`src/rtl/hazard_ctrl.sv`:
```
// Pipeline hazard controller: load-use and branch-operand stalls, redirect flushes,
// memory wait holds and halt draining, with saturating stall/flush event counters.
module hazard_ctrl (
  input  logic        clk,
  input  logic        rst,
  input  logic        ID_EX_MemRead,
  input  logic        ID_EX_RegWrite,
  input  logic [4:0]  ID_EX_WriteReg,
  input  logic        EX_MEM_MemRead,
  input  logic [4:0]  EX_MEM_WriteReg,
  input  logic        EX_MEM_MemAccess,
  input  logic [4:0]  IF_ID_Rs,
  input  logic [4:0]  IF_ID_Rt,
  input  logic        ID_UsesRt,
  input  logic        ID_Branch,
  input  logic        ID_BranchTaken,
  input  logic        ID_Jump,
  input  logic        ID_Halt,
  input  logic        imem_ready,
  input  logic        dmem_ready,
  output logic        PCWrite,
  output logic        IF_ID_Write,
  output logic        IF_Flush,
  output logic        ID_EX_Bubble,
  output logic        Pipe_Hold,
  output logic        Halted,
  output logic [15:0] StallCount,
  output logic [15:0] FlushCount
);

  typedef enum logic [1:0] {RUN, STALL, DRAIN, HALTED} state_t;

  state_t     state, state_nxt;
  logic [1:0] drain_cnt, drain_nxt;
  logic       stall_inc, flush_inc;
  logic       ex_match, mem_match;
  logic       hazard, branch_after_load, dhold, redirect;

  function automatic logic reg_match(input logic [4:0] r, input logic [4:0] rs,
                                     input logic [4:0] rt, input logic uses_rt);
    return (r != 5'd0) && ((r == rs) || (uses_rt && (r == rt)));
  endfunction

  function automatic logic [15:0] sat_inc(input logic [15:0] v);
    return (v == 16'hFFFF) ? v : v + 16'd1;
  endfunction

  assign ex_match          = reg_match(ID_EX_WriteReg, IF_ID_Rs, IF_ID_Rt, ID_UsesRt);
  assign mem_match         = reg_match(EX_MEM_WriteReg, IF_ID_Rs, IF_ID_Rt, ID_UsesRt);
  assign branch_after_load = ID_Branch && ID_EX_MemRead && ex_match;
  assign hazard            = (ID_EX_MemRead && ex_match)
                           || (ID_Branch && ID_EX_RegWrite && ex_match)
                           || (ID_Branch && EX_MEM_MemRead && mem_match);
  assign dhold             = EX_MEM_MemAccess && !dmem_ready;
  assign redirect          = (ID_Branch && ID_BranchTaken) || ID_Jump;

  always_comb begin
    state_nxt    = state;
    drain_nxt    = drain_cnt;
    PCWrite      = 1'b0;
    IF_ID_Write  = 1'b0;
    IF_Flush     = 1'b0;
    ID_EX_Bubble = 1'b0;
    Pipe_Hold    = 1'b0;
    Halted       = 1'b0;
    stall_inc    = 1'b0;
    flush_inc    = 1'b0;
    if (rst) begin
      IF_Flush     = 1'b1;
      ID_EX_Bubble = 1'b1;
      state_nxt    = RUN;
      drain_nxt    = 2'd0;
    end else if (state == HALTED) begin
      IF_Flush     = 1'b1;
      ID_EX_Bubble = 1'b1;
      Halted       = 1'b1;
    end else if (dhold) begin
      // Memory wait freezes everything, including a drain in progress
      Pipe_Hold = 1'b1;
      stall_inc = 1'b1;
    end else if (state == DRAIN) begin
      IF_Flush     = 1'b1;
      ID_EX_Bubble = 1'b1;
      drain_nxt    = drain_cnt - 2'd1;
      if (drain_cnt <= 2'd1) state_nxt = HALTED;
    end else if (state == STALL) begin
      ID_EX_Bubble = 1'b1;
      stall_inc    = 1'b1;
      state_nxt    = RUN;
    end else if (hazard) begin
      ID_EX_Bubble = 1'b1;
      stall_inc    = 1'b1;
      // A branch needing a loaded value waits one extra cycle in STALL
      if (branch_after_load) state_nxt = STALL;
    end else if (ID_Halt) begin
      IF_Flush     = 1'b1;
      ID_EX_Bubble = 1'b1;
      flush_inc    = 1'b1;
      drain_nxt    = 2'd3;
      state_nxt    = DRAIN;
    end else if (redirect) begin
      PCWrite   = 1'b1;
      IF_Flush  = 1'b1;
      flush_inc = 1'b1;
    end else if (!imem_ready) begin
      IF_Flush  = 1'b1;
      stall_inc = 1'b1;
    end else begin
      PCWrite     = 1'b1;
      IF_ID_Write = 1'b1;
    end
  end

  always_ff @(posedge clk) begin
    if (rst) begin
      state      <= RUN;
      drain_cnt  <= 2'd0;
      StallCount <= 16'd0;
      FlushCount <= 16'd0;
    end else begin
      state     <= state_nxt;
      drain_cnt <= drain_nxt;
      if (stall_inc) StallCount <= sat_inc(StallCount);
      if (flush_inc) FlushCount <= sat_inc(FlushCount);
    end
  end

endmodule

```
`config.mk`:
```
export PLATFORM = sky130hd
export DESIGN_NAME = hazard_ctrl
export DESIGN_NICKNAME = d
export VERILOG_FILES = /design/src/rtl/hazard_ctrl.sv
export SDC_FILE = /design/constraint.sdc
export NUM_CORES = 1
export LEC_CHECK = 0
export CAP_MARGIN = 30
export CORE_ASPECT_RATIO = 1.2
export CORE_MARGIN = 4
export CORE_UTILIZATION = 42
export DETAILED_ROUTE_END_ITERATION = 10
export PLACE_DENSITY = 0.76
export SETUP_SLACK_MARGIN = 0.1
export SLEW_MARGIN = 30
export SYNTH_ARGS = -nofsm -noshare
export SYNTH_HDL_FRONTEND = slang
export SYNTH_SLANG_ARGS = --single-unit
```
`constraint.sdc`:
```
create_clock -name clk -period 2.1 [get_ports clk]
set_input_delay 0.21 -clock clk [delete_from_list [all_inputs] [get_ports clk]]
set_output_delay 0.21 -clock clk [all_outputs]
set_load 0.02 [all_outputs]
```
# Word level (Yosys, flattened, before mapping)
# Cells that the tools add are included.
[classes]
add_sub_neg = 3
multipliers = 0
n_div = 0
magnitude_cmp = 1
eq_ne = 13
shifts = 0
muxes = 64
bitwise_logic = 4
n_reduce_logical = 27
[ops]
columns = ["op", "n"]
rows = [
  ["two-way mux 1 bit", 54],
  ["adder 16 x 1 -> 16 bit (second input constant)", 2],
  ["== test 16 bit (second input constant)", 2],
  ["== test 5 bit", 4],
  ["two-way mux 2 bit", 10],
  ["logical AND 1 bit", 13],
  ["AND reduction 5 bit", 2],
  ["nonzero test 5 bit", 2],
  ["logical OR 1 bit", 5],
  ["== test 2 bit (second input constant)", 2],
  ["inequality test 2 x 1 -> 1 bit (second input constant)", 2],
  ["inequality test 4 x 1 -> 1 bit (second input constant)", 1],
  ["inverter 1 bit", 4],
  ["AND reduction 2 bit", 2],
  ["nonzero test 4 bit", 1],
  ["== test 2 x 1 -> 1 bit (second input constant)", 1],
  ["less-or-equal comparator 2 x 1 -> 1 bit (second input constant)", 1],
  ["inequality test 2 bit (second input constant)", 1],
  ["nonzero test 2 bit", 1],
  ["subtractor 2 x 1 -> 2 bit (second input constant)", 1],
  ["zero test 1 bit", 1],
]
[totals]
register_bits = 36
latchBits = 0
ramBits = 0
romBits = 0
output_inout_bits = 38
n_memories = 0

# Logic depth before layout (Yosys ltp)
[logic_depth]
ltp_word = 14
ltp_mapped = 10

# Worst setup path after synthesis
# No wires, ideal clock.
[synth_timing]
path_kind = "input-to-output"
from = "input EX_MEM_WriteReg[1]"
to = "output PCWrite"
arrival_time_ps = 2477
required_time_ps = 1890
setup_slack_ps = -587
path_stages = 5
path_buffers = 0
path_cell_list = "or4_1 o211ai_1 o32ai_4 nand2b_1 a2111oi_0"
[synth_via]
elab_chain_cells = 12
word_cells_on_any_way = 14
[synth_rtl]
columns = ["item", "line", "rtl"]
rows = [
  ["start: declaration", "10", "input logic [4:0] EX_MEM_WriteReg,"],
  ["== test 5 bit", "41", "return (r != 5'd0) && ((r == rs) || (uses_rt && (r == rt)));"],
  ["logical AND 1 bit", "41", ""],
  ["logical OR 1 bit", "41", ""],
  ["logical AND 1 bit (*)", "41", ""],
  ["logical AND 1 bit (*)", "53", "|| (ID_Branch && EX_MEM_MemRead && mem_match);"],
  ["logical OR 1 bit (*)", "53", ""],
  ["two-way mux 1 bit (*)", "90", "end else if (hazard) begin"],
  ["two-way mux 1 bit (*)", "86", "end else if (state == STALL) begin"],
  ["two-way mux 1 bit (*)", "81", "end else if (state == DRAIN) begin"],
  ["two-way mux 1 bit (*)", "77", "end else if (dhold) begin"],
  ["two-way mux 1 bit (*)", "73", "end else if (state == HALTED) begin"],
  ["two-way mux 1 bit (*)", "68", "if (rst) begin"],
  ["end: declaration", "21", "output logic PCWrite,"],
]
# Mark *: on every way between the ends. The rest lies on a longest branch, timed or not.

# Worst setup path in the final report
[layout_timing]
from = "input IF_ID_Rs[4]"
to = "register StallCount[11]"
[layout_via]
elab_chain_cells = 13
word_cells_on_any_way = 18
[layout_rtl]
columns = ["item", "line", "rtl"]
rows = [
  ["start: declaration", "12", "input logic [4:0] IF_ID_Rs,"],
  ["== test 5 bit", "41", ""],
  ["logical OR 1 bit", "41", ""],
  ["logical AND 1 bit", "41", ""],
  ["logical AND 1 bit (on tied branches)", "51, 52", ""],
  ["logical OR 1 bit", "52", "|| (ID_Branch && ID_EX_RegWrite && ex_match)"],
  ["logical OR 1 bit (*)", "53", ""],
  ["two-way mux 1 bit (*)", "90", ""],
  ["two-way mux 1 bit (*)", "86", ""],
  ["two-way mux 1 bit (*)", "81", ""],
  ["two-way mux 1 bit (*)", "77", ""],
  ["two-way mux 1 bit (*)", "73", ""],
  ["two-way mux 1 bit (*)", "68", ""],
  ["AND reduction 2 bit (no source line) (*)", "n/a", ""],
  ["end signal: assignment", "123", "if (stall_inc) StallCount <= sat_inc(StallCount);"],
  ["end: declaration", "27", "output logic [15:0] StallCount,"],
]
# Marked as above.
# A chain may end at the register's enable or synchronous reset.

==> metrics.md <==
| Metric | Value |
|---|---|
| Routed len/inst | 18.0 um |
| Share of cells above drive strength 1 | 39.3% |
| Met3 GRT Util | 5.45% |
| Slew margin rel. | 70.2% |
| Initial antenna violation count | 0 |
| Routed wire length | 8840 um |
| Total GRT Usage | 23.9% |
| Hold Vio Cnt, Final | 0 |
| Synth top area cells | dfxtp_1 (32%), xor2_1 (7.3%), nor2_1 (4.3%) |
| Drc violations | 0 |
| Pwr dens | 555 nW/um^2 |
| CP required | 2.30 ns |
| Yosys cell types | 42 |
| CTS sink count | 36 |
| Clk root buf | clkbuf_8 |
| Die W | 75.3 um |
| Overall power | 2350 uW |
| Post-synth top cells | dfxtp_1 (36), nor2_1 (26), nand2_1 (21) |
| Seq cells post-synth | 36 |
| Syn Area/Cell | 8.02 um^2 |
| Initial core utilization | 43.2% |
| Met1 usage | 27.9% |
| Worst Skew | 0.0106 ns |
| Met2 GRT Util | 42.1% |
| Gpl congestion | 0.851 |
| Worst setup EP type | register |
| TNS Setup | -2.34 ns |
| Grt peak-use layer | met2 |
| CTS tree | done |
| Overflow after GRT | 0 |
| Clock Path Buffers | 2 |
| Number of synthesized flops with an enable pin | 0 |
| Fin Hold WS | 0.494 ns |
| RSZ-0062 raised after global routing | true |
| Clk slew on worst S/H paths | 0.08 ns |
| Critical path arrival | 2.50 ns |
| Maximum clock frequency | 435 MHz |
| Count of final max-slew check failures | 0 |
| Via Count | 2885 |
| Vias/cell | 5.89 |
| Mapped Cells | 285 |
| Worst-Margin Slew | 0.445 ns |
| Synth area leader | dfxtp_1 |
| First-pass GRT wire length | 12500 um |
| Core Region | 5300 um^2 |
| Fin nets | 466 |
| Post-DP HPWL | 5120 um |
| FP Rows | 29 |
| Critical path type | input port to register |
| I/O pins | 71 |
| Min Tclk post-route | 2.30 ns |
| Tcrit/Tclk final | 109% |
| Critical path fanouts, max | 8 |
| First-pass detailed-route iteration total | 5 |
| P_leak | 0.00154 uW |
| Yosys warns | 0 |
| Setup violations, final | 18 |
| Post-Route Utilization | 79.9% |
| Most common cell in the netlist | dfxtp_1 |
| Seq. cell area | 743 um^2 |
| Full die area | 6690 um^2 |
| Status | finished, violations left |
| H-tree Lvls | 2 |
| Sequential fraction of the synthesis area | 31.5% |
| CP startpoint kind | input port |
| Hold/Removal Path Class | register to register |
| Max-cap violation count | 0 |
| Routed Antenna Nets | 0 |
| Layout area overhead | 85.2% |
| Main synth FF type | dfxtp_1 |
| Die height | 88.8 um |
| Synth top area share | 31.5% |
| Largest net degree at the start of global routing | 37 |
| Setup WS post-layout | -0.199 ns |
| CTS hold repair buffers | 0 |
| Initial drt markers | 109 |
| Synth Net Count | 324 |
| Async SR Flop Fraction | 0% |
| Vias in the first global route | 2757 |
| Clk_lat worst skew | 0.30 ns |
| Number of diodes | 0 |
| Fill cell count | 309 |
| Area of the multi-input gates | 1880 um^2 |
| Failing checks | negative setup slack |
| IO Port Bufs | 70 |
| Num CTS Buffers | 5 |
| Cell area after synthesis | 2290 um^2 |
| Peak VDD IR | 0.000426 V |
## worst max-delay path, cell delays in order
cell and delay [ns]:
dlygate4sd2_1 0.28, xor2_1 0.16, nor3_1 0.30, a32oi_2 0.13, o32ai_4 0.34, buf_6 0.16
o311ai_4 0.13, buf_12 0.19, buf_6 0.11, nor3_4 0.17, mux2_4 0.31
## cell type report
type / instances / area share (%)
timing repair buffer: 148 / 33.1
tap: 62 / 1.83
sequential: 36 / 17.6
multi-input combinational: 225 / 44.5
clock buffer: 6 / 1.71
inverter: 11 / 1.03
clock inverter: 2 / 0.266
## cells in the final DEF, fill, tap and decap left out, drive strengths merged, types with 11 or more instances in the layout
cell	count
a21oi	19
buf	88
clkdlybuf4s50	45
dfxtp	36
inv	11
nand2	21
nand3	16
nor2	26
nor3	15
xnor2	11
xor2	19
## power breakdown
group / internal, uW / total (uW) / switching, uW
clock network: 230 / 495 / 265
registers: 715 / 748 / 32.4
logic: 574 / 1110 / 533
total: 1520 / 2350 / 831
## sequential cells by signal (all words and copies together) (netlist names)
name	cells
StallCount	16
drain_cnt	2
FlushCount	16
state	2
## repair_timing
action | in CTS | in global routing
resized for setup | 137 | 43
setup buffers | 9 | 17
pin swaps | 44 | 31
setup endpoints to repair | 41 | 39
gates cloned | 1 | 1
## cell families (layout without fill, tap and decap cells)
| group | count (synthesis) | after routing | synth area share, % |
|---|---|---|---|
| compound gates | 62 | 62 | 20.1 |
| mux | 3 | 3 | 1.42 |
| xor+xnor | 30 | 30 | 11.5 |
| buf+inv | 24 | 167 | 4.16 |
| fa+ha+maj | 6 | 6 | 3.28 |
| flops | 36 | 36 | 31.5 |
| simple gates | 124 | 124 | 28.0 |
## through the flow
| step | std cells | setup slack, ns | area, um^2 |
|---|---|---|---|
| 6_report | 490 | -0.199 | 4230 |
| 5_1_grt | 490 | -0.311 | 4230 |
| 4_1_cts | 475 | -0.208 | 3950 |
| 3_5_place_dp | 457 | -1.01 | 3490 |
| 3_3_place_gp | 457 | -0.929 | 3490 |
| 2_1_floorplan | 285 | 0.0126 | 2370 |
## routing by layer
metal	share of wire, %	vias to the layer above	wire length [um]
li1	-	1343	-
met1	36	1379	3160
met2	54	137	4750
met3	7.2	26	639
met4	3.3	0	290
met5	0	-	0
## final timing paths
path | startpoint | end | slack, ns | depth (start not counted)
hold / removal | FlushCount[5] | FlushCount[5] | 0.49 | 2
hold reg to reg | FlushCount[5] | FlushCount[5] | 0.49 | 2
setup reg to reg | state[0] | StallCount[12] | -0.15 | 12
setup / recovery | IF_ID_Rs[4] | StallCount[11] | -0.20 | 11
No activity file was read; power rests on OpenSTA's default activity.
